### src/rtl/univ_shift_reg_if.sv
// Bus bundle for univ_shift_reg: mode/data/burst controls in, register contents and status out.
interface univ_shift_reg_if #(
    parameter int WIDTH = 8
);
    localparam int CNT_W = $clog2(WIDTH + 1);

    logic [1:0]       mode;
    logic             rot;
    logic             sin_r;
    logic             sin_l;
    logic [WIDTH-1:0] d;
    logic             start;
    logic [CNT_W-1:0] cnt;
    logic [WIDTH-1:0] q;
    logic             so_r;
    logic             so_l;
    logic             busy;
    logic             done;

    modport master (
        output mode, rot, sin_r, sin_l, d, start, cnt,
        input  q, so_r, so_l, busy, done
    );

    modport slave (
        input  mode, rot, sin_r, sin_l, d, start, cnt,
        output q, so_r, so_l, busy, done
    );
endinterface

### src/rtl/univ_shift_reg.sv
// Universal shift register: hold / shift right / shift left / load each clock,
// plus a counted burst shift that runs on its own once started.
//
// state | meaning
// IDLE  | mode applied to q every clock; a valid start latches a burst
// BURST | one shift per clock with latched direction/rot; mode/d/start/cnt ignored
module univ_shift_reg #(
    parameter int WIDTH = 8
) (
    input  logic              clk,
    input  logic              rst_,
    univ_shift_reg_if.slave   bus
);
    localparam int CNT_W = $clog2(WIDTH + 1);

    typedef enum logic {
        IDLE  = 1'b0,
        BURST = 1'b1
    } state_t;

    state_t           state, state_nxt;
    logic [WIDTH-1:0] q_r, q_nxt;
    logic [CNT_W-1:0] cnt_r;
    logic             dir_left_r;
    logic             rot_r;
    logic             done_r;
    logic             accept;
    logic             last_shift;
    logic             shift_r, shift_l, load, rot_sel, busy;

    assign accept     = (state == IDLE) && bus.start && bus.cnt != '0 &&
                        (bus.mode == 2'b01 || bus.mode == 2'b10);
    assign last_shift = (state == BURST) && (cnt_r == CNT_W'(1));

    always_ff @(posedge clk or negedge rst_) begin
        if (!rst_) state <= IDLE;
        else       state <= state_nxt;
    end

    always_comb begin
        state_nxt = state;
        case (state)
            IDLE:    if (accept)     state_nxt = BURST;
            BURST:   if (last_shift) state_nxt = IDLE;
            default: state_nxt = IDLE;
        endcase
    end

    always_comb begin
        shift_r = 1'b0;
        shift_l = 1'b0;
        load    = 1'b0;
        rot_sel = bus.rot;
        busy    = 1'b0;
        case (state)
            IDLE: begin
                // The start cycle of an accepted burst holds q.
                if (!accept) begin
                    shift_r = (bus.mode == 2'b01);
                    shift_l = (bus.mode == 2'b10);
                    load    = (bus.mode == 2'b11);
                end
            end
            BURST: begin
                shift_r = !dir_left_r;
                shift_l = dir_left_r;
                rot_sel = rot_r;
                busy    = 1'b1;
            end
            default: ;
        endcase
    end

    always_comb begin
        q_nxt = q_r;
        if (load)
            q_nxt = bus.d;
        else if (shift_r)
            q_nxt = {(rot_sel ? q_r[0] : bus.sin_r), q_r[WIDTH-1:1]};
        else if (shift_l)
            q_nxt = {q_r[WIDTH-2:0], (rot_sel ? q_r[WIDTH-1] : bus.sin_l)};
    end

    always_ff @(posedge clk or negedge rst_) begin
        if (!rst_) begin
            q_r        <= '0;
            cnt_r      <= '0;
            dir_left_r <= 1'b0;
            rot_r      <= 1'b0;
            done_r     <= 1'b0;
        end else begin
            q_r    <= q_nxt;
            done_r <= last_shift;
            if (accept) begin
                cnt_r      <= bus.cnt;
                dir_left_r <= bus.mode[1];
                rot_r      <= bus.rot;
            end else if (state == BURST) begin
                cnt_r <= cnt_r - CNT_W'(1);
            end
        end
    end

    assign bus.q    = q_r;
    assign bus.so_r = q_r[0];
    assign bus.so_l = q_r[WIDTH-1];
    assign bus.busy = busy;
    assign bus.done = done_r;
endmodule

### src/flat_wrapper.sv
// flat-port wrapper written by rule: the top's interface ports become plain ports
module univ_shift_reg_flat 
#(
    parameter int WIDTH = 8
)
  (clk, rst_, bus_mode, bus_rot, bus_sin_r, bus_sin_l, bus_d, bus_start, bus_cnt, bus_q, bus_so_r, bus_so_l, bus_busy, bus_done);
  univ_shift_reg_if #(.WIDTH(WIDTH)) bus_i ();
  input  logic clk;
  input  logic rst_;
  input wire logic [$bits(bus_i.mode)-1:0] bus_mode;
  input wire logic [$bits(bus_i.rot)-1:0] bus_rot;
  input wire logic [$bits(bus_i.sin_r)-1:0] bus_sin_r;
  input wire logic [$bits(bus_i.sin_l)-1:0] bus_sin_l;
  input wire logic [$bits(bus_i.d)-1:0] bus_d;
  input wire logic [$bits(bus_i.start)-1:0] bus_start;
  input wire logic [$bits(bus_i.cnt)-1:0] bus_cnt;
  output wire logic [$bits(bus_i.q)-1:0] bus_q;
  output wire logic [$bits(bus_i.so_r)-1:0] bus_so_r;
  output wire logic [$bits(bus_i.so_l)-1:0] bus_so_l;
  output wire logic [$bits(bus_i.busy)-1:0] bus_busy;
  output wire logic [$bits(bus_i.done)-1:0] bus_done;
  assign bus_i.mode = bus_mode;
  assign bus_i.rot = bus_rot;
  assign bus_i.sin_r = bus_sin_r;
  assign bus_i.sin_l = bus_sin_l;
  assign bus_i.d = bus_d;
  assign bus_i.start = bus_start;
  assign bus_i.cnt = bus_cnt;
  assign bus_q = bus_i.q;
  assign bus_so_r = bus_i.so_r;
  assign bus_so_l = bus_i.so_l;
  assign bus_busy = bus_i.busy;
  assign bus_done = bus_i.done;
  univ_shift_reg #(.WIDTH(WIDTH)) u_core (.clk(clk), .rst_(rst_), .bus(bus_i));
endmodule
### config.mk
export PLATFORM = sky130hd
export DESIGN_NAME = univ_shift_reg_flat
export DESIGN_NICKNAME = d
export VERILOG_FILES = /design/src/rtl/univ_shift_reg_if.sv /design/src/rtl/univ_shift_reg.sv /design/src/flat_wrapper.sv
export SDC_FILE = /design/constraint.sdc
export NUM_CORES = 1
export LEC_CHECK = 0
export ABC_AREA = 1
export CORE_MARGIN = 2
export CORE_UTILIZATION = 50
export DETAILED_ROUTE_END_ITERATION = 10
export MAX_ROUTING_LAYER = met4
export PLACE_DENSITY = 0.82
export RECOVER_POWER = 100
export SLEW_MARGIN = 15
export SYNTH_ARGS = -nofsm -noshare
export SYNTH_HDL_FRONTEND = slang
export SYNTH_SLANG_ARGS = --single-unit
### constraint.sdc
create_clock -name clk -period 3.43 [get_ports clk]
set_clock_uncertainty 0.1 [all_clocks]
set_input_delay 0.686 -clock clk [delete_from_list [all_inputs] [get_ports clk]]
set_output_delay 0.686 -clock clk [all_outputs]
set_load 0.05 [all_outputs]
==> results by group <==
Status
  • Status: completed

Worst setup path
  • Critical path, cell by cell: dlygate4sd3_1 > inv_1 > ha_1 > inv_1 > nand3_1 > nand3_1 > nand2_1 > inv_1 > nand2_1 > nand2_1
  • Buf+Inv Stages, Crit Path: 4
  • Slowest-stage cell, CP: dlygate4sd3_1
  • WP depth: 10
  • Crit path arrival time: 2660 ps
  • Worst EP required: 3500 ps
  • Critical path fanouts, max: 11
  • R2R Path End: u_core.bus.q[3]
  • Critical path launch point: bus_mode[0]
  • FF-to-FF Start: u_core.state
  • Critical Path Sink: u_core.bus.q[3]
  • CP max stage delay: 580 ps
  • Path depth of the worst reg2reg path: 8
  • Startpoint types: primary input
  • Crit. End Element: flop
  • Critical path class: in2reg
  • Top delay family on crit path: buffers and inverters
  • R2R setup slack: 1570 ps

Final layout
  • Commonest non-fill, non-tap cell in the layout: nand2_1
  • Most frequent cells in the layout: nand2_1, nand3_1, clkdlybuf4s50_1, dfrtp_1, dlygate4sd3_1
  • Share of post-route cells with drive strength above 1: 10.34%
  • Antenna cell count: 0
  • Area Overhead vs Synth: 30.90%
  • Final nets: 201

Flow run
  • Max Cap Viol: 0

Global routing
  • Initial antenna violation count: 0
  • First-pass GRT wire length: 4215 um
  • Global route overflow: 0
  • Total GRT Usage: 22.03%
  • Pin count of the biggest net entering global routing: 17
  • Vias in the first global route: 958

Die
  • IO Count: 32
  • Die W: 50.07 um
  • Starting Density: 53.54%
  • Die Y: 50.07 um
  • Core area: 1982 um2
  • Rows: 16
  • Die Footprint: 2507 um2

Synthesis
  • Synth Warn #: 0
  • Synth Cell Area: 1061 um2
  • Syn Nets: 169
  • Register bit total from synthesis: 16
  • Mapped Cells: 144
  • Yosys cell types: 23
  • Post-synthesis sequential area ratio: 37.74%
  • Mean Syn Cell Area: 7.368 um2

Place
  • GP Congestion: 0.9085
  • PortBufs: 31
  • Detailed placer's ending HPWL: 1849 um

Pwr
  • Leak: 0.7061 nW
  • Maximum vdd drop: 0.5789 mV
  • Total Power: 0.001346 W
  • P per Cell Area: 969.5 nW/um2

Drt
  • ANT nets after route: 0
  • Routed WL: 2328 um
  • Drc violations: 0
  • Via count: 1032
  • Vias/cell: 5.134
  • 1st-pass router iterations: 4
  • Avg WL per Cell: 11.58 um
  • Detailed Route Iter0 Violations: 36

STA
  • Rel. slew slack: 50.75%
  • Period utilization: 75.40%
  • Fin. Hold Viols: 0
  • Worst Max-Slew Pin Slew: 736.3 ps
  • RSZ-0062 raised after global routing: false
  • Post-layout min period: 2586 ps
  • Setup TNS: 0 ps
  • Final Setup Violations: 0
  • Highest Clock Rate: 0.3866 GHz
  • Max Transition Viols Final: 0
  • Worst hold slack: 395.8 ps

CTS
  • CTS buffer count: 3
  • Clk buf depth: 2
  • Post-CTS Setup Inserts: 0
  • Htree depth: 1
  • Reg clk slew, reported paths: 90 ps
  • Hold Buf Count CTS: 0
  • Clk_lat worst skew: 280 ps
  • Post-CTS resize count: 0
  • Total clock sinks: 16
  • CTS tree: done
  • Root Buffer: clkbuf_4

Worst hold path
  • Hold Crit Depth: 2
  • HP Class: reg2reg
## cells in the mapped netlist
| cell | number | area [um2] |
|---|---|---|
| buf_4 | 2 | 15.01 |
| nor2_2 | 1 | 6.260 |
| nand3_2 | 1 | 10.01 |
| inv_1 | 12 | 45.04 |
| o21ai_0 | 3 | 15.01 |
| inv_2 | 1 | 3.750 |
| nand2_4 | 2 | 22.52 |
| nand2_1 | 42 | 157.7 |
| o211ai_1 | 3 | 22.52 |
| ha_1 | 5 | 62.56 |
| a21oi_1 | 2 | 10.01 |
| dfrtp_1 | 16 | 400.4 |
| o221ai_1 | 1 | 8.760 |
| nor2_1 | 9 | 33.78 |
| nor2_4 | 1 | 11.26 |
| clkinv_1 | 1 | 3.750 |
| buf_2 | 1 | 5.000 |
| nand2_2 | 3 | 18.77 |
| a21oi_2 | 1 | 8.760 |
| nand3_1 | 28 | 140.1 |
| or2_2 | 7 | 43.79 |
| buf_6 | 1 | 11.26 |
| o21ai_1 | 1 | 5.000 |
## per-layer routing
layer / up-vias / routed length (um) / global-route usage, % / share of wire [%]
met4: 0 / 40 / 7.407 / 1.7
met2: 52 / 1044 / 33.11 / 45
met3: 6 / 174 / 3.030 / 7.5
met5: - / 0 / - / 0
li1: 527 / - / - / -
met1: 447 / 1069 / 30.40 / 46
## cells by family after synthesis
family                   share of synthesized area, %
buffers and inverters                           7.899
AND/OR/NAND/NOR                                 41.86
AO/OA/AOI/OAI                                   6.603
adder cells (fa/ha/maj)                         5.896
flip-flops                                      37.74
## state kept, by name (all words and copies together), names as in the netlist
name / flops
u_core.bus.done: 1
u_core.rot_r: 1
u_core.cnt_r: 4
u_core.state: 1
u_core.bus.q: 8
u_core.dir_left_r: 1
## where the power goes
group / leakage, nW / total [W] / switching [W] / internal (W)
clock: 0.0138 / 0.0000968 / 0.0000561 / 0.0000407
combinational: 0.496 / 0.000882 / 0.000594 / 0.000288
sequential: 0.196 / 0.000368 / 0.0000841 / 0.000284
total: 0.706 / 0.00135 / 0.000734 / 0.000612
## worst min-delay path by stage
stage,from,to,slack [ps]
after floorplan,rst_,u_core.bus.done,290
after global routing,u_core.rot_r,u_core.rot_r,420
final,u_core.rot_r,u_core.rot_r,400
after detailed placement,u_core.rot_r,u_core.rot_r,380
after global placement,u_core.rot_r,u_core.rot_r,360
after CTS,u_core.rot_r,u_core.rot_r,400
## cell type report
cell class | instances | area (um2)
Fill cell | 154 | 593.1
Inverter | 14 | 52.55
Tap cell | 27 | 33.78
Clock buffer | 3 | 22.52
Sequential cell | 16 | 400.4
Multi-Input combinational cell | 110 | 569.3
Timing Repair Buffer | 31 | 310.3
## worst register-to-register path, delay by kind of cell (launching register included)
| family | cells | cell delay, ps |
|---|---|---|
| AND/OR/NAND/NOR | 5 | 780 |
| flip-flops | 1 | 480 |
| buffers and inverters | 2 | 290 |
| AO/OA/AOI/OAI | 1 | 90 |
## stage by stage
stage / instance area [um2] / setup WS, ps / std cells / util, %
global route: 1389 / 691.9 / 201 / 70.08
finish: 1389 / 843.7 / 201 / 70.08
CTS: 1396 / 979.8 / 201 / 70.45
detailed placement: 1374 / 859.6 / 198 / 69.32
floorplan: 1061 / 1600 / 144 / -
global placement: 1374 / 908.0 / 198 / 69.32
Power figures use the tool's default switching activity.
